**config.mk**
```make
export PLATFORM = sky130hd
export DESIGN_NAME = pe_result_collector
export DESIGN_NICKNAME = d
export VERILOG_FILES = /design/src/rtl/pe_result_collector.sv
export SDC_FILE = /design/constraint.sdc
export NUM_CORES = 1
export LEC_CHECK = 0
export ABC_AREA = 1
export BUFFER_PORTS_ARGS = -buffer_cell sky130_fd_sc_hd__buf_2
export CAP_MARGIN = 20
export CORE_MARGIN = 2
export CORE_UTILIZATION = 58
export DETAILED_ROUTE_END_ITERATION = 16
export GPL_TIMING_DRIVEN = 0
export PLACE_DENSITY = 0.76
export SKIP_CTS_REPAIR_TIMING = 1
export SLEW_MARGIN = 30
export SYNTH_ARGS = -nofsm -noshare
export SYNTH_HDL_FRONTEND = slang
export SYNTH_SLANG_ARGS = --single-unit
export TNS_END_PERCENT = 100
```
**constraint.sdc**
```tcl
create_clock -name clk -period 6 [get_ports clk]
set_input_delay 1.2 -clock clk [delete_from_list [all_inputs] [get_ports clk]]
set_output_delay 1.2 -clock clk [all_outputs]
set_load 0.005 [all_outputs]
```
**src/rtl/pe_result_collector.sv**
```systemverilog
// Accumulates the PE's Q16.16 result stream into groups of cfg_len beats, rounds and
// saturates each group to Q8.8, and buffers the results in a small FIFO for a valid/ready consumer.
module pe_result_collector #(
   parameter int unsigned DATA_WIDTH = 16,
   parameter int unsigned ACC_WIDTH  = 32,
   parameter int unsigned FRAC_BITS  = 8,
   parameter int unsigned CNT_WIDTH  = 8,
   parameter int unsigned FIFO_DEPTH = 4
) (
   input  logic                  clk,
   input  logic                  rst,
   input  logic                  clr,
   input  logic [CNT_WIDTH-1:0]  cfg_len,
   input  logic                  in_valid,
   input  logic [ACC_WIDTH-1:0]  in_data,
   output logic                  out_valid,
   input  logic                  out_ready,
   output logic [DATA_WIDTH-1:0] out_data,
   output logic                  out_sat,
   output logic                  busy,
   output logic                  overflow
);
   localparam int unsigned SUM_W = ACC_WIDTH + CNT_WIDTH;
   localparam int unsigned PTR_W = $clog2(FIFO_DEPTH);
   localparam logic signed [SUM_W-1:0] HALF  = SUM_W'(64'd1 << (FRAC_BITS - 1));
   localparam logic signed [SUM_W-1:0] MAX_Q = SUM_W'((64'd1 << (DATA_WIDTH - 1)) - 64'd1);
   localparam logic signed [SUM_W-1:0] MIN_Q = ~MAX_Q;

   logic signed [SUM_W-1:0] acc;
   logic [CNT_WIDTH-1:0]    count;
   logic [CNT_WIDTH-1:0]    len_q;

   logic [DATA_WIDTH-1:0]   mem_data [FIFO_DEPTH];
   logic                    mem_sat  [FIFO_DEPTH];
   logic [PTR_W-1:0]        wr_ptr;
   logic [PTR_W-1:0]        rd_ptr;
   logic [PTR_W:0]          fcnt;

   logic                    first;
   logic                    last;
   logic [CNT_WIDTH-1:0]    cur_len;
   logic [CNT_WIDTH:0]      count_inc;
   logic signed [SUM_W-1:0] in_ext;
   logic signed [SUM_W-1:0] sum;
   logic signed [SUM_W-1:0] rnd;
   logic [DATA_WIDTH-1:0]   res_data;
   logic                    res_sat;
   logic                    full;
   logic                    push;
   logic                    pop;
   logic                    do_push;

   assign out_valid = (fcnt != '0);
   assign out_data  = mem_data[rd_ptr];
   assign out_sat   = mem_sat[rd_ptr];
   assign busy      = (count != '0);
   assign full      = (fcnt == (PTR_W + 1)'(FIFO_DEPTH));

   // Group bookkeeping, sum, and Q16.16 -> Q8.8 round-half-up with saturation
   always_comb begin
      first     = (count == '0);
      cur_len   = len_q;
      if (first) cur_len = (cfg_len == '0) ? CNT_WIDTH'(1) : cfg_len;
      count_inc = {1'b0, count} + (CNT_WIDTH + 1)'(1);
      last      = (count_inc == {1'b0, cur_len});
      in_ext    = {{CNT_WIDTH{in_data[ACC_WIDTH-1]}}, in_data};
      sum       = (first ? '0 : acc) + in_ext;
      rnd       = (sum + HALF) >>> FRAC_BITS;
      res_sat   = 1'b0;
      res_data  = rnd[DATA_WIDTH-1:0];
      if (rnd > MAX_Q) begin
         res_data = {1'b0, {(DATA_WIDTH - 1){1'b1}}};
         res_sat  = 1'b1;
      end else if (rnd < MIN_Q) begin
         res_data = {1'b1, {(DATA_WIDTH - 1){1'b0}}};
         res_sat  = 1'b1;
      end
      push    = in_valid && last;
      pop     = out_valid && out_ready;
      do_push = push && (!full || pop);
   end

   always_ff @(posedge clk or posedge rst) begin
      if (rst) begin
         acc      <= '0;
         count    <= '0;
         len_q    <= '0;
         wr_ptr   <= '0;
         rd_ptr   <= '0;
         fcnt     <= '0;
         overflow <= 1'b0;
         for (int i = 0; i < int'(FIFO_DEPTH); i++) begin
            mem_data[i] <= '0;
            mem_sat[i]  <= 1'b0;
         end
      end else if (clr) begin
         acc      <= '0;
         count    <= '0;
         wr_ptr   <= '0;
         rd_ptr   <= '0;
         fcnt     <= '0;
         overflow <= 1'b0;
      end else begin
         if (in_valid) begin
            if (first) len_q <= cur_len;
            if (last) begin
               acc   <= '0;
               count <= '0;
            end else begin
               acc   <= sum;
               count <= count_inc[CNT_WIDTH-1:0];
            end
         end
         if (do_push) begin
            mem_data[wr_ptr] <= res_data;
            mem_sat[wr_ptr]  <= res_sat;
            wr_ptr           <= wr_ptr + PTR_W'(1);
         end
         // A completed group that finds the FIFO full (and no pop) is lost
         if (push && !do_push) overflow <= 1'b1;
         if (pop) rd_ptr <= rd_ptr + PTR_W'(1);
         case ({do_push, pop})
            2'b10:   fcnt <= fcnt + (PTR_W + 1)'(1);
            2'b01:   fcnt <= fcnt - (PTR_W + 1)'(1);
            default: fcnt <= fcnt;
         endcase
      end
   end
endmodule

```
==> flow_summary.yaml <==
floorplan:
  initial_core_util: 0.597
  io_pins: 65
  rows: 50
  core_area_um2: 18800
  fp.dieH_um: 143
  die_x_um: 143
  die-area_um2: 20500
worst_setup_path:
  crit_path_end_kind: "register"
  cpMaxStageDelayCell: "xor2_1"
  r2r_setup_slack_ps: 550
  critPathMaxStageDelay_ps: 570
  worst_ep_arrival_time_ps: 5770
  cpMostUsedCell: "nand2_1"
  worst_ep_required_time_ps: 6320
  startpoint_type: "register"
  crit_type: "reg2reg"
  cp_max_fo: 10
cts:
  cts_buffer_depth: 2
  cts_made_buffers: 17
  clkLatencyLatePin_ps: 440
  cts.sinks: 132
  cts-root-buf: "clkbuf_16"
  cts_tree: "built"
  clk_pin_slew_ps: 60
  htreeDepth: 4
grt:
  grt_max_degree: 72
  antenna_found_initial: 0
  grt_pass1_vias: 10900
  grt-ovfl-total: 0
  grt_usage: 0.339
  grt_pass1_wl_mm: 53.8
synth:
  ys_ff_latch: 132
  synth-edff-count: 0
  synth_top_area_frac: 0.294
  yosysSeqAreaShare: 0.294
  synth_area_leader_cell: "dfrtp_1"
  synth_cell_types: 44
  yosys-top-cells-area: "dfrtp_1 29%, nand2_1 23%, inv_1 7.9%"
  syn_inst: 1784
  synth_nets: 1877
  synth_area_um2: 11200
  syn_area_per_cell_um2: 6.30
  yosys_warnings: 0
  async_flop_share: 1.00
  synth-main-ff-cell: "dfrtp_1"
sta:
  setup_violations: 0
  worst_slack_ps: 550
  fin_tns_setup_ps: 0
  fmax_mhz: 184
  finalClockSkew_ps: 13.1
  drv_slew: 0
  tightest_slew_ps: 668
  grt_setup_unrepaired: "false"
  finalCritPeriodShare: 0.908
  fin_crit_ps: 5450
  relSlewSlack: 0.553
  hold_viol_final: 0
final_layout:
  num_antenna_cells: 0
  layout-drive-gt1-share: 0.122
  syn_to_final_growth_pct: 11.3
  final_nets: 1961
drt:
  wl_per_cell_um: 15.6
  wl_mm: 33.3
  firstDrtPassIters: 5
  dr.first_iter.drc_count: 710
  vias: 11500
  antenna_left: 0
  drc: 0
  viasPerCell: 5.36
job:
  drv_cap: 0
pwr:
  power.leakage_nw: 7.02
  finalPower_mw: 4.52
  ir_drop_mv: 0.242
  powerDensity_nw_per_um2: 361
placement:
  hpwlAfterDp_mm: 26.2
  gp_congestion: 0.985
  pre_cts_ws_ps: 478
  port_buffers: 64
min_path:
  hp-class: "reg2reg"
run_status:
  status: "finished, final reports clean"
final cells by class:
cell class	count	area, um2
Multi-Input combinational cell	1355	6770
Inverter	264	998
Clock buffer	19	443
Sequential cell	132	3300
Fill cell	1760	6320
Buffer	33	180
Clock inverter	13	150
Tap cell	260	325
Timing Repair Buffer	65	348
layer usage:
layer  part of all wire  routed length [um]  GRT usage  vias up
met3              0.058                1940     0.0399       69
met5                  0                   0          0        -
met4              0.030                 998      0.130        0
li1                   -                   -          -     5752
met1               0.44               14600      0.446     5279
met2               0.47               15800      0.570      373
path summary, 6_finish.rpt:
path,start,endpoint,cells past startpoint
setup / recovery,count[0],mem_data[62],31
hold / removal,mem_data[25],mem_data[25],2
setup reg to reg,count[0],mem_data[62],31
hold reg to reg,mem_data[25],mem_data[25],2
max in group asynchronous,rst,acc[29],3
min in group asynchronous,rst,fcnt[0],2
where the power goes:
group	total, mW	switching [mW]	internal [mW]
clock	1.07	0.445	0.630
sequential	1.07	0.0625	1.01
combinational	2.37	1.63	0.742
synthesized netlist by cell type, types with 2 or more instances:
cell,count
nand2_1,681
inv_1,237
nor2_1,188
dfrtp_1,132
nand3_1,100
o21ai_0,63
o22ai_1,58
ha_1,46
nand2_2,35
a21oi_1,26
nand2_4,26
clkbuf_1,25
xor2_1,24
nand4_1,23
inv_2,20
nor2_2,15
nor2_4,9
nand3_2,8
clkinv_1,7
mux2i_1,6
nor3_1,6
xnor2_1,6
nor4_1,5
buf_4,4
o21bai_1,3
o31ai_1,3
a21oi_2,2
a31oi_1,2
and2_1,2
buf_12,2
fa_1,2
nand3b_1,2
nor3_2,2
o211ai_1,2
o21a_1,2
or2_2,2
critical path: cells and delay by family (launching register included):
family          cells  cell delay [ps]
simple gates       18             1980
buf+inv             8             1600
fa+ha+maj           3              610
xor+xnor            1              570
flops               1              390
compound gates      1              210
state kept, by name (all words and copies together), names as in the netlist:
register,flops
acc,40
len_q,8
mem_data,64
wr_ptr,2
overflow,1
count,8
fcnt,3
rd_ptr,2
mem_sat,4
kinds of logic after synthesis:
| family | after synthesis | synth area share |
|---|---|---|
| and+or+nand+nor | 1108 | 0.433 |
| buffers and inverters | 297 | 0.104 |
| AOI/OAI and AO/OA | 161 | 0.0813 |
| DFF | 132 | 0.294 |
| adders and majority gates | 48 | 0.0548 |
| xor gates and xnor gates | 32 | 0.0273 |
| muxes | 6 | 0.00534 |
cell usage in the layout, fill, tap and decap left out, drive strengths merged, types with 25 or more instances in the layout:
cell	n
nand2	742
nand3	108
ha	46
dfrtp	132
a21oi	28
inv	260
nor2	213
o22ai	58
o21ai	63
buf	73
clkbuf	44
xor2	25
per-stage QoR:
step	hold slack, ps	util	instance area (um2)	std cells
after floorplan	444	-	11200	1784
after global placement	456	0.631	11900	2108
after detailed placement	460	0.633	11900	2109
after CTS	475	0.665	12500	2141
after global routing	486	0.665	12500	2141
final	472	0.665	12500	2141
No activity file was read; power rests on OpenSTA's default activity.
